==> config.mk <==
export PLATFORM = sky130hd
export DESIGN_NAME = ifetch_unit
export DESIGN_NICKNAME = d
export VERILOG_FILES = /design/src/rtl/ifetch_unit.sv
export SDC_FILE = /design/constraint.sdc
export NUM_CORES = 1
export LEC_CHECK = 0
export CAP_MARGIN = 25
export CORE_AREA = 3 3 145 147
export DETAILED_ROUTE_END_ITERATION = 10
export DIE_AREA = 0 0 148 150
export GPL_ROUTABILITY_DRIVEN = 1
export GPL_TIMING_DRIVEN = 0
export PLACE_DENSITY = 0.69
export SYNTH_ARGS = -nofsm -noshare
export SYNTH_HDL_FRONTEND = slang
export SYNTH_SLANG_ARGS = --single-unit
==> constraint.sdc <==
create_clock -name clk -period 6.6 [get_ports clk]
set_input_delay 1.32 -clock clk [delete_from_list [all_inputs] [get_ports clk]]
set_output_delay 1.32 -clock clk [all_outputs]
set_load 0.005 [all_outputs]
==> src/rtl/ifetch_unit.sv <==
// ifetch_unit: instruction fetch front-end with one outstanding imem request and a fetch FIFO for decode.
// An address-error fetch is queued with no bus cycle, and a branch flush discards the in-flight response.
module ifetch_unit #(
   parameter int FIFO_DEPTH = 2
) (
   input  logic        clk,
   input  logic        rst,
   input  logic [31:0] pc_address_i,
   input  logic        alignment_error_i,
   input  logic        flush_i,
   output logic        pc_stall_o,
   output logic        imem_req_o,
   output logic [31:0] imem_addr_o,
   input  logic        imem_addr_ok_i,
   input  logic        imem_data_ok_i,
   input  logic [31:0] imem_rdata_i,
   output logic        if_valid_o,
   output logic [31:0] if_pc_o,
   output logic [31:0] if_inst_o,
   output logic        if_adel_o,
   input  logic        id_ready_i
);
   localparam int AW = $clog2(FIFO_DEPTH);
   localparam int CW = AW + 1;
   typedef enum logic [1:0] {IDLE, WAIT, DISCARD} state_e;
   state_e state_q, state_d;
   logic [31:0] addr_q;
   logic [31:0] pc_m [FIFO_DEPTH];
   logic [31:0] inst_m [FIFO_DEPTH];
   logic [FIFO_DEPTH-1:0] adel_m;
   logic [AW-1:0] wr_q, wr_d, rd_q, rd_d, wbase, aidx;
   logic [CW-1:0] count_q, count_d, used;
   logic slot, accept, adel_push, resp_push, pop;
   assign imem_addr_o = pc_address_i;
   assign if_valid_o = count_q != '0;
   assign if_pc_o = if_valid_o ? pc_m[rd_q] : '0;
   assign if_inst_o = if_valid_o ? inst_m[rd_q] : '0;
   assign if_adel_o = if_valid_o && adel_m[rd_q];
   // The outstanding request reserves a FIFO slot for its response; the same-cycle pop is not credited.
   always_comb begin
      used = (flush_i ? '0 : count_q) + CW'(state_q != IDLE);
      slot = (state_q == IDLE || imem_data_ok_i) && used < CW'(FIFO_DEPTH);
      imem_req_o = !rst && slot && !alignment_error_i;
      accept = imem_req_o && imem_addr_ok_i;
      adel_push = !rst && slot && alignment_error_i;
      pc_stall_o = !(accept || adel_push);
      resp_push = state_q == WAIT && imem_data_ok_i && !flush_i;
      pop = if_valid_o && id_ready_i && !flush_i;
      wbase = flush_i ? '0 : wr_q;
      aidx = wbase + AW'(resp_push);
      wr_d = aidx + AW'(adel_push);
      rd_d = flush_i ? '0 : rd_q + AW'(pop);
      count_d = (flush_i ? '0 : count_q - CW'(pop)) + CW'(resp_push) + CW'(adel_push);
      state_d = (state_q == IDLE || imem_data_ok_i) ? (accept ? WAIT : IDLE)
              : (flush_i || state_q == DISCARD) ? DISCARD : WAIT;
   end
   always_ff @(posedge clk or posedge rst) begin
      if (rst) begin
         state_q <= IDLE;
         addr_q <= '0;
         wr_q <= '0;
         rd_q <= '0;
         count_q <= '0;
      end else begin
         state_q <= state_d;
         addr_q <= accept ? pc_address_i : addr_q;
         wr_q <= wr_d;
         rd_q <= rd_d;
         count_q <= count_d;
      end
   end
   // A response and an address-error entry can land together; the response is older and goes first.
   always_ff @(posedge clk) begin
      if (resp_push) begin
         pc_m[wbase] <= addr_q;
         inst_m[wbase] <= imem_rdata_i;
         adel_m[wbase] <= 1'b0;
      end
      if (adel_push) begin
         pc_m[aidx] <= pc_address_i;
         inst_m[aidx] <= '0;
         adel_m[aidx] <= 1'b1;
      end
   end
endmodule

==> flow_summary.yaml, run 1 <==
critical_path:
  cp_max_fo: 34
  worstPathRequired_ns: 6.89
  worstSetupPathType: "in -> reg"
  arrival_ns: 4.78
  r2r_cells: 9
  endpoint_kind: "register"
  rrSetupSlack_ns: 3.08
  cp-start-kind: "input port"
die:
  chipWidth_um: 148
  start_util_pct: 39.7
  num_rows: 52
  dieArea_um2: 22200
  design.core.area_um2: 20000
  io-pin-count: 171
  die_h_um: 150
drt:
  drc: 0
  drtIter0Drc: 144
  wl_per_cell_um: 16.6
  first_pass_iters: 4
  finalWirelength_mm: 18.6
  vias: 5274
  vias_per_cell: 4.73
  final_antenna_net_count: 0
global_route:
  grt-ovfl-total: 0
  grt_use_total_pct: 16.9
  first_global_vias: 5537
  grt_start_max_net_pins: 35
  grt_pass1_wl_mm: 29.2
  antenna_found_initial: 1
clocking:
  cts_resized: 0
  clock-sinks: 168
  path_clk_slew_ns: 0.07
  cts_hold_buffers: 0
  ctsHtreeMaxLevel: 4
  clkLatencyLatePin_ns: 0.42
  cts_tree: "yes"
  cts_root_buf: "clkbuf_16"
  post_cts.repair.setup_buffers: 0
  cts_buffers: 17
  clockBufferDepth: 2
finish:
  drive_gt1_share_pct: 21.7
  syn_to_final_growth_pct: 33.2
  antenna_cells: 0
  fillerInstances: 1810
  layout.nets: 911
logic_synthesis:
  synth_top_cell_area_share_pct: 24.2
  synth-xor-area-share_pct: 0.331
  yosysTopAreaCell: "edfxtp_1"
  syn-num-nets: 722
  ys_ff_latch: 168
  synth_top_family_by_area: "multiplexers"
  yosysUniqueCellTypes: 29
  synth-seq-area-share_pct: 52.8
  syn_area_per_cell_um2: 12.4
  synth-simple-area-share_pct: 7.38
  synth-edff-count: 64
  synthFlopType: "dfxtp_1"
  synth_compound_area_share_pct: 0.598
  ys_async_sr_fraction_pct: 22.6
  yosys-top-cells-area: "edfxtp_1, dfxtp_1, mux2i_1, dfrtp_1, mux2_2"
  ys_warn_count: 0
  synthCells: 643
  synth_fa_ha_area_share_pct: 1.54
  syn_area_um2: 7950
  muxShareOfSynthArea_pct: 31.5
run:
  drv_cap: 0
timing:
  hold_violations: 0
  tightestPinTransition_ns: 0.814
  fin_setup_tns_ns: 0
  holdWs_ns: 0.476
  skew_ns: 0.00598
  period_minus_slack_ns: 4.49
  period_share_pct: 68.1
  slew_violations: 0
  setup_viol: 0
  rsz0062_at_grt: "no"
  slew_headroom_pct: 45.7
  fmax_mhz: 223
power:
  powerDensity_nw_per_um2: 344
  ir_drop_mv: 0.195
  cellLeakagePower_nw: 4.09
outcome:
  outcome: "completed"
placed_design:
  numPortBuffers: 169
  place.gp.congestion: 0.742
  dp_hpwl_mm: 12.7
min_path:
  hp-class: "reg -> reg"
  hold_depth: 1
-- flip-flops by register name, summed over array words and instances (netlist names) --
name,cells
pc_m,64
wr_q,1
inst_m,64
adel_m,2
addr_q,32
state_q,2
rd_q,1
count_q,2
-- cells by family (layout without fill, tap and decap cells) --
| logic type | count (synthesis) | count (layout) |
|---|---|---|
| AO/OA/AOI/OAI | 7 | 7 |
| XOR/XNOR | 3 | 3 |
| adder cells (fa/ha/maj) | 8 | 8 |
| buffers and inverters | 82 | 284 |
| flip-flops | 168 | 168 |
| multiplexers | 227 | 227 |
| AND/OR/NAND/NOR | 148 | 148 |
-- stage by stage --
stage	worst slack, ns	area (um^2)	util, %	total power [mW]	std cells
3_3_place_gp	0.592	9980	49.8	2.66	1082
6_report	2.11	10600	52.9	3.64	1115
5_1_grt	1.74	10600	52.9	3.85	1115
4_1_cts	2.00	10600	52.9	3.69	1115
3_5_place_dp	1.57	10000	49.9	2.67	1083
2_1_floorplan	2.36	7950	-	2.14	643
-- placed cells by master, fill, tap and decap left out, drive strengths merged --
master and count:
nand3 2, nand2b 1, o21ai 4, mux2 96, bufinv 2, nor2 139
or2b 1, o2bb2ai 1, xor2 2, nand4b 1, nand2 3, clkbuf 37
dfxtp 66, mux2i 131, nor2b 1, clkinv 6, clkdlybuf4s50 169, xnor2 1
edfxtp 64, buf 54, dfrtp 38, ha 5, o211ai 1, fa 3
inv 16, o21a 1
-- power breakdown --
group	switching (mW)	internal (mW)	total, mW	leakage [nW]
clock	0.436	0.568	1.00	0.294
sequential	0.0998	1.32	1.42	1.58
combinational	0.546	0.674	1.22	2.21
total	1.08	2.56	3.64	4.09
-- worst paths after layout --
path                                           start                    endpoint
worst max-delay path                             rst  inst_m[1][26]$_SDFFE_PP0P_
worst min-delay path               adel_m[1]$_DFF_P_           adel_m[1]$_DFF_P_
worst max register to register  state_q[0]$_DFF_PP0_  inst_m[1][26]$_SDFFE_PP0P_
worst min register to register     adel_m[1]$_DFF_P_           adel_m[1]$_DFF_P_
max in group asynchronous                        rst              rd_q$_DFF_PP0_
min in group asynchronous                        rst      addr_q[17]$_DFFE_PP0P_
-- final cells by class --
| class | instances | area [um^2] | area share, % |
|---|---|---|---|
| Buffer | 73 | 434 | 4.10 |
| Clock buffer | 17 | 425 | 4.02 |
| Clock inverter | 15 | 166 | 1.57 |
| Inverter | 9 | 33.8 | 0.319 |
| Multi-Input combinational cell | 393 | 3290 | 31.0 |
| Sequential cell | 168 | 4190 | 39.6 |
| Tap cell | 270 | 338 | 3.19 |
| Timing Repair Buffer | 170 | 1710 | 16.2 |
-- routing by layer --
layer	up-vias	GRT usage [%]	share of wire, %
met4	2	3.46	0.60
li1	2580	-	-
met3	12	5.81	6.8
met5	-	0	0.049
met2	161	27.2	46
met1	2519	22.3	47
-- synthesized netlist by cell type, types with 3 or more instances --
| cell type | number |
|---|---|
| clkbuf_1 | 20 |
| nor2_1 | 139 |
| buf_6 | 3 |
| mux2i_1 | 130 |
| dfrtp_1 | 38 |
| o21ai_0 | 3 |
| edfxtp_1 | 64 |
| dfxtp_1 | 66 |
| buf_2 | 14 |
| buf_1 | 4 |
| nand2_1 | 3 |
| buf_4 | 32 |
| mux2_2 | 67 |
| fa_1 | 3 |
| ha_1 | 5 |
| inv_1 | 9 |
| mux2_4 | 29 |
-- critical path: stages --
cell             delay (ns)
clkdlybuf4s50_1        0.41
inv_2                  0.15
buf_12                 0.25
o21a_1                 0.25
nand3_1                0.26
inv_1                  0.21
ha_1                   0.16
clkbuf_1               0.47
clkbuf_1               0.68
buf_1                  0.47
nor2_1                 0.11
No activity file was read; power rests on OpenSTA's default activity.
==> inputs of run 2 (changes only) <==
Settings changed: PLACE_DENSITY 0.69 to 0.71.
Clock period 6.6 ns to 4.01 ns, I/O delays scaled along.
==> run 2 against run 1 <==
Compared with the run above:
- routed wire length fell by 0.80%
- critical path depth fell by 1
- sequential share of layout area rose by 0.10 points
- core utilization fell by 0.14 points
- largest power group unchanged
- die area did not move
- clock skew rose by 0.0030 ns
- non-clock buffer count fell by 2
- clock power rose by 54%
- register-to-register slack got worse by 2.1 ns
- worst setup slack got worse by 1.6 ns
- cell count fell by 0.18%
==> flow_summary.yaml, run 2 (same netlist as run 1, synthesis figures left out) <==
clocking:
  clkLatencyLatePin_ns: 0.42
  cts_hold_buffers: 0
  path_clk_slew_ns: 0.06
  cts_root_buf: "clkbuf_16"
  clock-sinks: 168
  ctsHtreeMaxLevel: 4
  clockBufferDepth: 2
  cts_buffers: 17
  cts_tree: "yes"
critical_path:
  crit_start: "rst"
  cp_max_fo: 29
  rrSetupSlack_ns: 1.00
  cp-start-kind: "input port"
  cp-endpoint: "inst_m[1][1]$_SDFFE_PP0P_"
  arrival_ns: 3.81
  endpoint_kind: "register"
  r2r_end: "inst_m[1][1]$_SDFFE_PP0P_"
  worstPathRequired_ns: 4.30
  r2r_start: "state_q[0]$_DFF_PP0_"
  r2r_cells: 8
  worstSetupPathType: "in -> reg"
drt:
  vias_per_cell: 4.67
  wl_per_cell_um: 16.5
  finalWirelength_mm: 18.4
  vias: 5199
  drc: 0
  final_antenna_net_count: 0
  drtIter0Drc: 201
  first_pass_iters: 4
run:
  drv_cap: 0
finish:
  reg.largest.list: "inst_m (64), pc_m (64), addr_q (32)"
  drive_gt1_share_pct: 22.8
  final_cell_mix: "clkdlybuf4s50_1, nor2_1, mux2i_1"
  fillerInstances: 1809
  layout_commonest_cell: "clkdlybuf4s50_1"
  antenna_cells: 0
  layout.nets: 909
  multi_input_area_um2: 3290
  final_cells: 1113
  syn_to_final_growth_pct: 32.9
  seq_area_um2: 4190
timing:
  fmax_mhz: 284
  period_minus_slack_ns: 3.53
  hold_violations: 0
  tightestPinTransition_ns: 0.836
  setup_viol: 0
  slew_violations: 0
  fin_setup_tns_ns: 0
  slew_headroom_pct: 44.2
  skew_ns: 0.00895
  rsz0062_at_grt: "no"
  period_share_pct: 87.9
global_route:
  grt_start_max_net_pins: 33
  first_global_vias: 5459
  antenna_found_initial: 1
  grt_pass1_wl_mm: 29.3
  grt-ovfl-total: 0
  grt_use_total_pct: 16.9
placed_design:
  place_inst: 1083
  numPortBuffers: 169
  place.gp.congestion: 0.746
  dp_hpwl_mm: 12.7
outcome:
  outcome: "completed"
die:
  start_util_pct: 39.7
  design.core.area_um2: 20000
  chipWidth_um: 148
  io-pin-count: 171
  dieArea_um2: 22200
  die_h_um: 150
  num_rows: 52
min_path:
  hp-class: "reg -> reg"
  worstHoldStart: "adel_m[1]$_DFF_P_"
  hold_depth: 1
power:
  ir_drop_mv: 0.347
  cellLeakagePower_nw: 4.08
  powerDensity_nw_per_um2: 558
run 2: changes by cell type in the layout (fill, tap and decap cells not counted), moves of 2 or more:
cell       delta
clkbuf_1      -7
clkbuf_2      +6
bufinv_16     -2
clkbuf_8      +2
ha_1          -2
ha_2          +2
inv_4         +2
run 2: cell type report:
| type | instances | area share, % |
|---|---|---|
| well taps | 270 | 3.20 |
| repair buffers | 170 | 16.2 |
| clock inverters | 13 | 1.01 |
| clock buffers | 19 | 4.29 |
| inverters | 9 | 0.320 |
| plain buffers | 71 | 4.11 |
| flip-flops and latches | 168 | 39.7 |
| multi-input cells | 393 | 31.2 |
run 2: power breakdown:
part | internal, mW | switching, mW | total [mW] | leakage (nW)
sequential | 2.17 | 0.164 | 2.34 | 1.58
clock | 0.841 | 0.703 | 1.54 | 0.278
combinational | 1.11 | 0.906 | 2.02 | 2.22
total | 4.13 | 1.77 | 5.90 | 4.08
run 2: worst max-delay path, cell delays in order:
cell	delay, ns
clkdlybuf4s50_1	0.41
inv_2	0.25
buf_12	0.25
o21a_1	0.26
nand3_1	0.25
inv_1	0.21
ha_2	0.38
clkbuf_2	0.43
buf_1	0.44
nor2_1	0.10
run 2: layer usage:
metal / vias to the layer above / share of wire (%) / GRT usage, %
met2: 152 / 45 / 26.9
met4: 2 / 0.95 / 4.30
li1: 2571 / - / -
met5: - / 0.071 / 0
met3: 18 / 6.9 / 5.54
met1: 2456 / 47 / 22.3
run 2: metrics by stage:
| stage | hold WS [ns] | utilization (%) | instance area [um^2] | total power [mW] | setup slack, ns |
|---|---|---|---|---|---|
| final | 0.471 | 52.7 | 10600 | 5.90 | 0.484 |
| after detailed placement | 0.459 | 49.9 | 10000 | 4.41 | -0.664 |
| after CTS | 0.477 | 52.7 | 10600 | 5.97 | 0.0810 |
| after global routing | 0.501 | 52.7 | 10600 | 6.24 | 0.155 |
| after global placement | 0.450 | 49.8 | 9980 | 4.38 | -1.50 |
| after floorplan | 0.432 | - | 7950 | 3.53 | 0.286 |
run 2: worst min path at each step:
| stage | to | slack, ns |
|---|---|---|
| after global placement | adel_m[1]$_DFF_P_ | 0.45 |
| final | adel_m[1]$_DFF_P_ | 0.47 |
| after global routing | adel_m[1]$_DFF_P_ | 0.50 |
| after CTS | adel_m[1]$_DFF_P_ | 0.48 |
| after detailed placement | adel_m[1]$_DFF_P_ | 0.46 |
| after floorplan | adel_m[1]$_DFF_P_ | 0.43 |
run 2: repair_timing:
| item | 4_1_cts | 5_1_grt |
|---|---|---|
| endpoints found under the setup margin | 74 | 102 |
| resized for setup | 5 | 3 |
| setup buffers | 0 | 0 |
==> inputs of run 3 (changes only) <==
Settings changed: CORE_AREA 3 3 145 147 to 2 2 144 146, DIE_AREA 0 0 148 150 to 0 0 146 148.
==> run 3 against run 2 <==
Compared with the run above:
- final area is essentially flat
- combinational power is essentially flat
- critical endpoint is now inst_m[1][14]$_SDFFE_PP0P_
- highest routed layer is now met4
- worst hold slack gained 0.0074 ns
- total power grew 0.46%
==> flow_summary.yaml, run 3 (same netlist as run 1, synthesis figures left out) <==
finish:
  design_area_um2: 10600
  layout_commonest_cell: "clkdlybuf4s50_1"
  reg.largest.list: "inst_m (64), pc_m (64), addr_q (32)"
  drive_gt1_share_pct: 22.2
  final_cells: 1113
  fillerInstances: 1823
  final_cell_mix: "clkdlybuf4s50_1, nor2_1, mux2i_1"
  syn_to_final_growth_pct: 33.0
  layout.nets: 909
  antenna_cells: 0
critical_path:
  cp_max_fo: 30
  critPathSlowestCell: "ha_1"
  worstPathRequired_ns: 4.31
  rrSetupSlack_ns: 0.87
  arrival_ns: 3.97
  r2r_cells: 8
  path_buf_inv: 6
  max_stage_delay_ns: 0.53
  endpoint_kind: "register"
  r2r_end: "inst_m[1][14]$_SDFFE_PP0P_"
  cp-start-kind: "input port"
  crit_path_cell_trace: "clkdlybuf4s50_1 > inv_2 > buf_12 > o21a_1 > nand3_1 > inv_1 > ha_1 > clkbuf_2 > clkbuf_1 > nor2_1"
  cp_top_family: "buffers and inverters"
  worstSetupPathType: "in -> reg"
  cp_num_cells: 10
  r2r_start: "state_q[0]$_DFF_PP0_"
  crit_start: "rst"
power:
  switching_share_pct: 29.2
  p_int_mw: 4.19
  cellLeakagePower_nw: 4.10
  powerDensity_nw_per_um2: 561
  pwr-share-seq_pct: 39.5
  ir_drop_mv: 0.359
  p_sw_mw: 1.73
  p_comb_share_pct: 33.8
  clkPwrFrac_pct: 26.6
global_route:
  antenna_found_initial: 0
  grt_start_max_net_pins: 33
  grt_pass1_wl_mm: 29.0
  grt-ovfl-total: 0
  grt_use_total_pct: 17.2
  first_global_vias: 5360
timing:
  rsz0062_at_grt: "no"
  period_share_pct: 91.6
  tightestPinTransition_ns: 0.812
  setup_viol: 0
  skew_ns: 0.0131
  hold_violations: 0
  fmax_mhz: 272
  slew_headroom_pct: 45.8
  period_minus_slack_ns: 3.67
  slew_violations: 0
die:
  start_util_pct: 39.7
  dieArea_um2: 21600
  chipWidth_um: 146
  num_rows: 52
  io-pin-count: 171
  die_h_um: 148
  design.core.area_um2: 20000
run:
  drv_cap: 0
drt:
  vias: 5295
  first_pass_iters: 4
  finalWirelength_mm: 18.4
  wl_per_cell_um: 16.6
  drc: 0
  final_antenna_net_count: 0
  vias_per_cell: 4.76
  drtIter0Drc: 194
clocking:
  ctsHtreeMaxLevel: 4
  clockBufferDepth: 2
  clkLatencyLatePin_ns: 0.43
  post_cts.repair.setup_buffers: 0
  path_clk_slew_ns: 0.07
  cts_tree: "yes"
  cts_root_buf: "clkbuf_16"
  cts_buffers: 17
  clock-sinks: 168
  cts_hold_buffers: 0
placed_design:
  place.gp.congestion: 0.758
  dp_hpwl_mm: 12.5
  numPortBuffers: 169
  place_inst: 1083
  placed_area_um2: 10000
min_path:
  worst_hold_path.endpoint: "adel_m[0]$_DFF_P_"
  hold_depth: 2
  worstHoldStart: "adel_m[0]$_DFF_P_"
  hp-class: "reg -> reg"
outcome:
  outcome: "completed"
==> run 3: cell types whose count changed in the layout (fill, tap and decap cells not counted), sizes merged <==
cell / previous run / this run
clkbuf: 38 / 42
buf: 53 / 54
clkinvlp: 1 / 0
clkinv: 5 / 4
inv: 16 / 13
==> run 3: layout make-up <==
| class | count | area, um^2 | area share (%) |
|---|---|---|---|
| clock inverter | 8 | 55.1 | 0.521 |
| buffer | 71 | 433 | 4.10 |
| inverter | 9 | 33.8 | 0.320 |
| multi-input combinational | 393 | 3290 | 31.1 |
| tap | 270 | 338 | 3.20 |
| timing repair buffer | 170 | 1710 | 16.2 |
| clock buffer | 24 | 518 | 4.90 |
| sequential | 168 | 4190 | 39.7 |
==> run 3: worst max path at each step <==
stage,to,slack [ns]
finish,inst_m[1][14]$_SDFFE_PP0P_,0.34
global route,inst_m[0][0]$_SDFFE_PP0P_,0.07
CTS,inst_m[0][0]$_SDFFE_PP0P_,0.04
detailed placement,pc_m[1][26]$_DFFE_PP_,-0.59
global placement,inst_m[1][20]$_SDFFE_PP0P_,-1.45
floorplan,pc_m[1][0]$_DFFE_PP_,0.29
==> run 3: repair_timing <==
item                       CTS  global route
gates resized for setup      3             4
pin swaps                    0             0
setup endpoints to repair   55            75
==> run 3: metal layers <==
layer	global-route usage [%]	vias to the layer above	wire length [um]
met5	0	-	0
met4	4.22	0	162
met3	4.41	13	1060
met2	28.1	154	8510
met1	23.2	2564	8700
li1	-	2564	-
==> run 3: stage by stage <==
stage | TNS, ns | setup WS (ns) | util (%) | power, mW | hold WS (ns)
2_1_floorplan | 0 | 0.286 | - | 3.53 | 0.432
3_3_place_gp | -227.53 | -1.45 | 49.8 | 4.36 | 0.449
3_5_place_dp | -50.44 | -0.593 | 49.9 | 4.40 | 0.469
4_1_cts | 0 | 0.0415 | 52.8 | 5.98 | 0.482
5_1_grt | 0 | 0.0732 | 52.8 | 6.24 | 0.508
6_report | 0 | 0.337 | 52.8 | 5.93 | 0.479
==> run 3: power groups by stage <==
stage / clock network, mW / logic [mW] / registers [mW]
floorplan: 0 / 1.20 / 2.33
global placement: 0 / 2.00 / 2.36
detailed placement: 0 / 2.03 / 2.37
CTS: 1.60 / 2.04 / 2.34
global route: 1.67 / 2.19 / 2.38
finish: 1.58 / 2.01 / 2.34
==> run 3: tightest hold or removal path, cell delays in order (launching register included) <==
cell,delay [ns]
dfxtp_1,0.31
o21ai_0,0.06
o21ai_0,0.07
